### src/rtl/loader_pkg.sv
// Shared definitions for the memory boot loader: FSM state encodings and header field helpers.
package loader_pkg;

    localparam logic [2:0] ST_HDR  = 3'd0;
    localparam logic [2:0] ST_BASE = 3'd1;
    localparam logic [2:0] ST_DATA = 3'd2;
    localparam logic [2:0] ST_CSUM = 3'd3;
    localparam logic [2:0] ST_FIN  = 3'd4;
    localparam logic [2:0] ST_HALT = 3'd5;

    // A single memory still needs a one-bit select field in the header.
    function automatic int unsigned sel_width(input int unsigned n_mem);
        return (n_mem > 1) ? int'($clog2(n_mem)) : 1;
    endfunction

    // The select field sits at the top of the header word.
    function automatic int unsigned sel_lsb(input int unsigned data_w, input int unsigned n_mem);
        return data_w - sel_width(n_mem);
    endfunction

    function automatic logic sel_in_range(input logic [31:0] sel, input int unsigned n_mem);
        return sel < n_mem;
    endfunction

endpackage

### src/rtl/loader_wr_port.sv
// Registered write stage: holds address/data and drives a one-hot enable for in-range selects.
module loader_wr_port
    import loader_pkg::*;
#(
    parameter int unsigned DATA_W = 16,
    parameter int unsigned ADDR_W = 9,
    parameter int unsigned N_MEM  = 2,
    parameter int unsigned SEL_W  = 1
) (
    input  logic              clock,
    input  logic              reset,
    input  logic              wr_i,
    input  logic [SEL_W-1:0]  sel_i,
    input  logic [ADDR_W-1:0] addr_i,
    input  logic [DATA_W-1:0] data_i,
    output logic [ADDR_W-1:0] mem_addr_o,
    output logic [DATA_W-1:0] mem_data_o,
    output logic [N_MEM-1:0]  mem_wren_o
);

    logic [N_MEM-1:0]  wren_d, wren_q;
    logic [ADDR_W-1:0] addr_q;
    logic [DATA_W-1:0] data_q;
    logic              sel_ok;

    assign sel_ok = sel_in_range(32'(sel_i), N_MEM);

    always_comb begin
        wren_d = '0;
        for (int unsigned m = 0; m < N_MEM; m++) begin
            wren_d[m] = wr_i && sel_ok && (32'(sel_i) == m);
        end
    end

    always_ff @(posedge clock) begin
        if (reset) begin
            wren_q <= '0;
            addr_q <= '0;
            data_q <= '0;
        end else begin
            wren_q <= wren_d;
            if (wr_i) begin
                addr_q <= addr_i;
                data_q <= data_i;
            end
        end
    end

    assign mem_addr_o = addr_q;
    assign mem_data_o = data_q;
    assign mem_wren_o = wren_q;

endmodule

### src/rtl/mem_loader.sv
// Stream-driven boot loader: writes header/base/data segments into N_MEM memories, then starts the core.
// Define MEM_LOADER_CHECKSUM_EN to require a checksum word after each segment.
module mem_loader
    import loader_pkg::*;
#(
    parameter int unsigned DATA_W = 16,
    parameter int unsigned ADDR_W = 9,
    parameter int unsigned N_MEM  = 2
) (
    input  logic              clock,
    input  logic              reset,
    input  logic [DATA_W-1:0] in_data,
    input  logic              in_valid,
    output logic              in_ready,
    output logic [ADDR_W-1:0] mem_addr,
    output logic [DATA_W-1:0] mem_data,
    output logic [N_MEM-1:0]  mem_wren,
    output logic              start,
    output logic              busy,
    output logic              done,
    output logic              error
);

    localparam int unsigned SEL_W   = sel_width(N_MEM);
    localparam int unsigned SEL_LSB = sel_lsb(DATA_W, N_MEM);

    if (DATA_W < SEL_W + ADDR_W) begin : g_bad_cfg
        $error("mem_loader: DATA_W must be at least SEL_W + ADDR_W");
    end

    logic [2:0]        state_q, state_d;
    logic [SEL_W-1:0]  sel_q, sel_d;
    logic [ADDR_W-1:0] cnt_q, cnt_d;
    logic [ADDR_W-1:0] addr_q, addr_d;
    logic [DATA_W-1:0] sum_q, sum_d;
    logic              err_q, err_d;
    logic              busy_q, busy_d;
    logic              run_q;
    logic              xfer, wr;
    logic [SEL_W-1:0]  hdr_sel;
    logic [ADDR_W-1:0] hdr_cnt;

    assign hdr_sel  = in_data[SEL_LSB +: SEL_W];
    assign hdr_cnt  = in_data[ADDR_W-1:0];
    // run_q keeps in_ready low through the reset cycles themselves.
    assign in_ready = run_q && (state_q != ST_FIN) && (state_q != ST_HALT);
    assign xfer     = in_valid && in_ready;

    always_comb begin
        state_d = state_q;
        sel_d   = sel_q;
        cnt_d   = cnt_q;
        addr_d  = addr_q;
        sum_d   = sum_q;
        err_d   = err_q;
        busy_d  = busy_q;
        wr      = 1'b0;
        case (state_q)
            ST_HDR: begin
                if (xfer) begin
                    if (hdr_cnt == '0) begin
                        state_d = ST_FIN;
                        busy_d  = 1'b0;
                    end else begin
                        state_d = ST_BASE;
                        sel_d   = hdr_sel;
                        cnt_d   = hdr_cnt;
                        sum_d   = '0;
                        busy_d  = 1'b1;
                        if (!sel_in_range(32'(hdr_sel), N_MEM)) begin
                            err_d = 1'b1;
                        end
                    end
                end
            end
            ST_BASE: begin
                if (xfer) begin
                    addr_d  = in_data[ADDR_W-1:0];
                    state_d = ST_DATA;
                end
            end
            ST_DATA: begin
                if (xfer) begin
                    wr     = 1'b1;
                    addr_d = addr_q + ADDR_W'(1);
                    cnt_d  = cnt_q - ADDR_W'(1);
                    sum_d  = sum_q + in_data;
                    if (cnt_q == ADDR_W'(1)) begin
`ifdef MEM_LOADER_CHECKSUM_EN
                        state_d = ST_CSUM;
`else
                        state_d = ST_HDR;
`endif
                    end
                end
            end
`ifdef MEM_LOADER_CHECKSUM_EN
            ST_CSUM: begin
                if (xfer) begin
                    if (in_data != sum_q) begin
                        err_d = 1'b1;
                    end
                    state_d = ST_HDR;
                end
            end
`endif
            ST_FIN:  state_d = ST_HALT;
            ST_HALT: state_d = ST_HALT;
            default: state_d = ST_HDR;
        endcase
    end

    always_ff @(posedge clock) begin
        if (reset) begin
            state_q <= ST_HDR;
            sel_q   <= '0;
            cnt_q   <= '0;
            addr_q  <= '0;
            sum_q   <= '0;
            err_q   <= 1'b0;
            busy_q  <= 1'b0;
            run_q   <= 1'b0;
        end else begin
            state_q <= state_d;
            sel_q   <= sel_d;
            cnt_q   <= cnt_d;
            addr_q  <= addr_d;
            sum_q   <= sum_d;
            err_q   <= err_d;
            busy_q  <= busy_d;
            run_q   <= 1'b1;
        end
    end

    assign start = (state_q == ST_FIN) && !err_q;
    assign done  = (state_q == ST_FIN) || (state_q == ST_HALT);
    assign busy  = busy_q;
    assign error = err_q;

    loader_wr_port #(
        .DATA_W(DATA_W),
        .ADDR_W(ADDR_W),
        .N_MEM (N_MEM),
        .SEL_W (SEL_W)
    ) u_wr_port (
        .clock     (clock),
        .reset     (reset),
        .wr_i      (wr),
        .sel_i     (sel_q),
        .addr_i    (addr_q),
        .data_i    (in_data),
        .mem_addr_o(mem_addr),
        .mem_data_o(mem_data),
        .mem_wren_o(mem_wren)
    );

endmodule

### config.mk
export PLATFORM = sky130hd
export DESIGN_NAME = mem_loader
export DESIGN_NICKNAME = d
export VERILOG_FILES = /design/src/rtl/loader_pkg.sv /design/src/rtl/loader_wr_port.sv /design/src/rtl/mem_loader.sv
export SDC_FILE = /design/constraint.sdc
export NUM_CORES = 1
export LEC_CHECK = 0
export ABC_CLOCK_PERIOD_IN_PS = 4000
export BUFFER_PORTS_ARGS = -buffer_cell sky130_fd_sc_hd__buf_2
export CAP_MARGIN = 20
export CORE_MARGIN = 5
export CORE_UTILIZATION = 40
export DETAILED_ROUTE_END_ITERATION = 6
export PLACE_DENSITY_LB_ADDON = 0.1
export SKIP_CTS_REPAIR_TIMING = 1
export SLEW_MARGIN = 10
export SYNTH_ARGS = -nofsm -noshare
export SYNTH_HDL_FRONTEND = slang
export SYNTH_SLANG_ARGS = --single-unit
### constraint.sdc
create_clock -name clock -period 4 [get_ports clock]
set_input_delay 0.4 -clock clock [delete_from_list [all_inputs] [get_ports clock]]
set_output_delay 0.4 -clock clock [all_outputs]
set_load 0.1 [all_outputs]
======== After elaboration in Yosys (flattened, before gate mapping) ========
Index checks and enable logic that the tools add are counted.
word-level totals
  register bits ........................... 51
  output and inout port bits .............. 32
cells by class
  $add $sub $neg .......................... 2
  eq/ne operators ......................... 12
  mux-type cells .......................... 17
  bitwise gates (word level) .............. 2
  reduce and logical (&&, ||, !) cells .... 16
operators with widths
  kind                                              count
  2-to-1 mux 9 bit                                  5
  one-hot mux 9 bit (2 select lines)                2
  2-to-1 mux 3 bit                                  5
  one-hot mux 3 bit (4 select lines)                1
  != test 2 bit, second input constant              5
  adder 9 x 1 -> 9 bit, second input constant       1
  == test 9 x 1 -> 1 bit, second input constant     1
  logical NOT 9 bit                                 1
  subtractor 9 x 1 -> 9 bit, second input constant  1
  AND reduction 4 bit                               2
  == test 3 bit, second input constant              2
  != test 3 bit, second input constant              2
  AND reduction 3 bit                               2
  logical AND 1 bit                                 5
  2-to-1 mux 1 bit                                  4
  nonzero test 2 bit                                2
  == test 3 x 1 -> 1 bit, second input constant     1
  == test 3 x 2 -> 1 bit, second input constant     1
  logical NOT 3 bit                                 1
  NOT 1 bit                                         2
  AND reduction 2 bit                               1
  OR reduction 2 bit                                1
  logical OR 1 bit                                  1

======== Logic depth before layout (Yosys ltp) ========
  word-level depth ........................ 7
  depth in mapped cells ................... 7
  depth with buffers taken out ............ 6

======== Modules after synthesis ========
From an unflattened synthesis, not the netlist that was laid out.
unflattened totals
  cell total of the unflattened synthesis .. 275
  area, all modules ....................... 2437.3 um2
modules (own cells, without submodules)
  module          times used  cells each  area an instance (um2)  seq. area each (um2)
  mem_loader      1           190         1470.2                  480.5
  loader_wr_port  1           85          967.2                   540.5

======== Least setup slack after synthesis ========
OpenSTA, ideal clock, no wires.
  kind .................................... reg-to-output
  start point ............................. reg state_q[1]
  end point ............................... out start
  arrival time ............................ 1.923 ns
  required time ........................... 3.600 ns
  setup slack ............................. 1.677 ns
  stages on the path, launching flop included .. 4
  buffers on the path ..................... 1
  cell sequence ........................... dfxtp_1 clkbuf_1 nand2b_1 nor2_1
on the way
  word-level cells in the longest chain between the ends .. 1
RTL lines
  what                    RTL line           source
  start, declared         mem_loader.sv:31   logic [2:0] state_q, state_d;
  start signal, assigned  mem_loader.sv:124  state_q <= state_d;
  == test 3 bit           mem_loader.sv:135  assign start = (state_q == ST_FIN) && !err_q;
  end, declared           mem_loader.sv:18   output logic start,
Every way passes these cells.

======== Worst setup path after layout ========
  start point ............................. reg state_q[1]
  end point ............................... reg u_wr_port.addr_q[8], in the netlist u_wr_port.mem_addr_o[8]
on the way
  word-level cells in the longest chain between the ends .. 6
  elaborated cells between the ends (all ways) .. 8
  those cells by class .................... 3 x eq/ne; 2 x mux; 3 x reduce/logical
RTL lines
  what                            RTL line              source
  != test 3 bit                   mem_loader.sv:46      assign in_ready = run_q && (state_q != ST_FIN) && (state_q != ST_HALT);
  logical AND 1 bit (2 in a row)  mem_loader.sv:46
  logical AND 1 bit               mem_loader.sv:47      assign xfer = in_valid && in_ready;
  2-to-1 mux 1 bit                mem_loader.sv:83      if (xfer) begin
  2-to-1 mux 1 bit (*)            mem_loader.sv:58      case (state_q)
  end signal, assigned            loader_wr_port.sv:43  addr_q <= addr_i;
  end, declared                   loader_wr_port.sv:22  logic [ADDR_W-1:0] addr_q;
Every way passes the cells marked *; elsewhere a longest branch is shown, timed or not.
A chain may end at the register's enable or synchronous reset.

==> results_dict.tcl <==
set metrics [dict create \
    status "complete, no violations" \
    yosysWarnings 0 \
    worst-path-buf-inv 1 \
    drtIter0Drc 139 \
    fin_hold_ws_ns 0.3259 \
    fin_skew_ns 0.007355 \
    fp.dieH_um 86.97 \
    ant_nets 0 \
    via_per_inst 5.410 \
    grt_max_degree 49 \
    dp_hpwl_um 4384 \
    overflow 0 \
    hp-class "in -> reg" \
    die-area_um2 7564 \
    drc 0 \
    leakagePower_uw 0.001082 \
    crit-reg2reg-launch "state_q[1]" \
    r2r-end "u_wr_port.mem_addr_o[8]" \
    vias 2245 \
    pin_count 51 \
    synth_edf_count 0 \
    slew_violations 0 \
    finalSetupViolCount 0 \
    hold_viol 0 \
    core_area_um2 5851 \
    fin_setup_tns_ns 0 \
    drive_above_1_share_pct 19.12 \
    final_cell_area_um2 2768 \
    max_freq_mhz 426.8 \
    p_per_area_nw_per_um2 364.9 \
    grt_pass1_wl_um 10340 \
    ys_ff_latch 51 \
    place_congestion 0.8342 \
    final_net_count 361 \
    antenna_found_initial 0 \
    maxCapViolations 0 \
    peakVddDrop_uv 191.2 \
    fin_crit_sh_pct 58.58 \
    wl_per_cell_um 15.16 \
    yosysSeqAreaShare_pct 43.08 \
    crit_slowest_cell "or3b_1" \
    tightest_slew_ns 0.9550 \
    reg2reg_slack_ns 1.66 \
    worstSetupEndpointType "flip-flop" \
    rsz0062_at_grt "no" \
    max_stage_delay_ns 0.79 \
    worst-setup-path-type "reg -> reg" \
    die_w_um 86.97 \
    cts_tree "done" \
    avgSynthCellArea_um2 7.873 \
    critPathRequiredTime_ns 4.24 \
    grt_pass1_vias 2035 \
    crit_path_start_kind "flip-flop" \
    synth.distinct_cells 46 \
    r2r_cells 5 \
    clkLatencyLatePin_ns 0.30 \
    antennaDiodeCount 0 \
    period_needed_ns 2.343 \
    clock_sinks 51 \
    cts_max_path_buffers 2 \
    critPathLaunch "state_q[1]" \
    initial_core_util_pct 40.50 \
    path_clk_slew_ns 0.09 \
    port_buffers 49 \
    numCtsBuffers 5 \
    synth_nets 323 \
    worst-path-max-fanout 31 \
    h-tree-depth 2 \
    crit_cells 5 \
    synth-async-reset-ratio_pct 0 \
    syn_to_final_growth_pct 16.79 \
    ctsRootBufferMaster "clkbuf_8" \
    crit_end "u_wr_port.mem_addr_o[8]" \
    mappedNetlistArea_um2 2370 \
    placed_cell_area_um2 2635 \
    critPathTopFamily "simple AND/OR/NAND/NOR gates" \
    relSlewSlack_pct 36.33 \
    path_cells "or3b_1 > nor2_2 > buf_4 > nand2_1 > a21oi_1" \
    wl_um 6290 \
    ys.flop_type "dfxtp_1" \
    n_fill_cell 598 \
    first_pass_iters 4 \
    track_usage_pct 17.24 \
    worst-endpoint-arrival_ns 2.58 \
    syn_inst 301 \
    num_rows 28 \
]
[worst min-delay path by stage]
stage / startpoint / endpoint / depth (start not counted)
2_1_floorplan: sel_q / u_wr_port.mem_wren_o[0] / 1
3_3_place_gp: u_wr_port.mem_addr_o[3] / u_wr_port.mem_addr_o[3] / 2
3_5_place_dp: u_wr_port.mem_addr_o[4] / u_wr_port.mem_addr_o[4] / 2
4_1_cts: in_data[10] / u_wr_port.mem_data_o[10] / 3
5_1_grt: in_data[14] / u_wr_port.mem_data_o[14] / 3
6_report: in_data[14] / u_wr_port.mem_data_o[14] / 3
[per-stage QoR]
step	instances	utilization, %	setup WS (ns)	power [uW]
final	415	47.31	1.657	1010
after global routing	415	47.31	1.422	1057
after CTS	414	47.05	1.626	1023
after detailed placement	406	45.04	1.644	651.8
after global placement	406	45.04	1.672	651.6
after floorplan	301	-	1.677	618.9
[worst min-delay path: cells and delay by family]
kind                   cells  cell delay [ns]
buffers and inverters      1             0.09
AOI/OAI and AO/OA          1             0.05
and+or+nand+nor            1             0.04
[cell type report]
cell class | instances | area [um2] | share of cell area (%)
multi-input combinational | 222 | 1230 | 44.44
sequential | 51 | 1021 | 36.89
timing repair buffer | 53 | 282.8 | 10.22
tap | 75 | 93.84 | 3.391
clock buffer | 6 | 82.58 | 2.984
clock inverter | 2 | 35.03 | 1.266
inverter | 6 | 22.52 | 0.8137
[sequential cells by signal (all words and copies together), names as in the netlist]
name	flops
u_wr_port.mem_data_o	16
u_wr_port.mem_addr_o	9
u_wr_port.mem_wren_o	2
busy	1
run_q	1
sel_q	1
state_q	3
addr_q	9
cnt_q	9
[cell families after synthesis]
family | synth area share, %
compound gates | 22.76
simple gates | 27.03
xor+xnor | 0.3697
other cells | 0.1582
buf+inv | 5.016
flops | 43.08
fa+ha+maj | 1.584
[power breakdown]
part	internal (uW)	total (uW)	switching, uW
registers	518	531	12.9
logic	34.8	110	74.9
clock network	203	370	167
[synthesized netlist by cell type, types with 4 or more instances]
library cell	n	share of area [%]
and2_1	6	1.6
a211oi_1	5	1.6
clkbuf_1	13	2.1
nor3b_1	5	1.6
buf_2	8	1.7
nor3_1	12	2.5
and3_1	5	1.3
inv_1	6	0.95
o21ai_0	10	2.1
nand3_1	5	1.1
dfxtp_1	51	43
nand2_1	66	10
a31oi_1	4	1.1
o32ai_1	7	2.6
nor2_1	14	2.2
a21oi_1	44	9.3
[cells in the final DEF (no fill, tap or decap), types with 3 or more instances in the layout]
cell and instances:
a31oi_1 4, buf_4 3, nand3_1 5, o32ai_1 7, nor3b_1 5, clkbuf_8 6
o31ai_1 3, ha_1 3, nor3_1 12, and2_1 6, inv_1 6, and3_1 5
nand4b_1 3, buf_2 49, a211oi_1 5, a21oi_1 44, o21ai_0 10, dfxtp_1 51
nand2_1 66, nor2_1 14
[metal layers]
metal,GRT usage [%],wire length [um],up-vias
li1,-,-,1143
met3,3.974,283,6
met2,26.71,3026,49
met4,5.807,72,0
met5,0,0,-
met1,23.52,2908,1047
No activity file was read; power rests on OpenSTA's default activity.
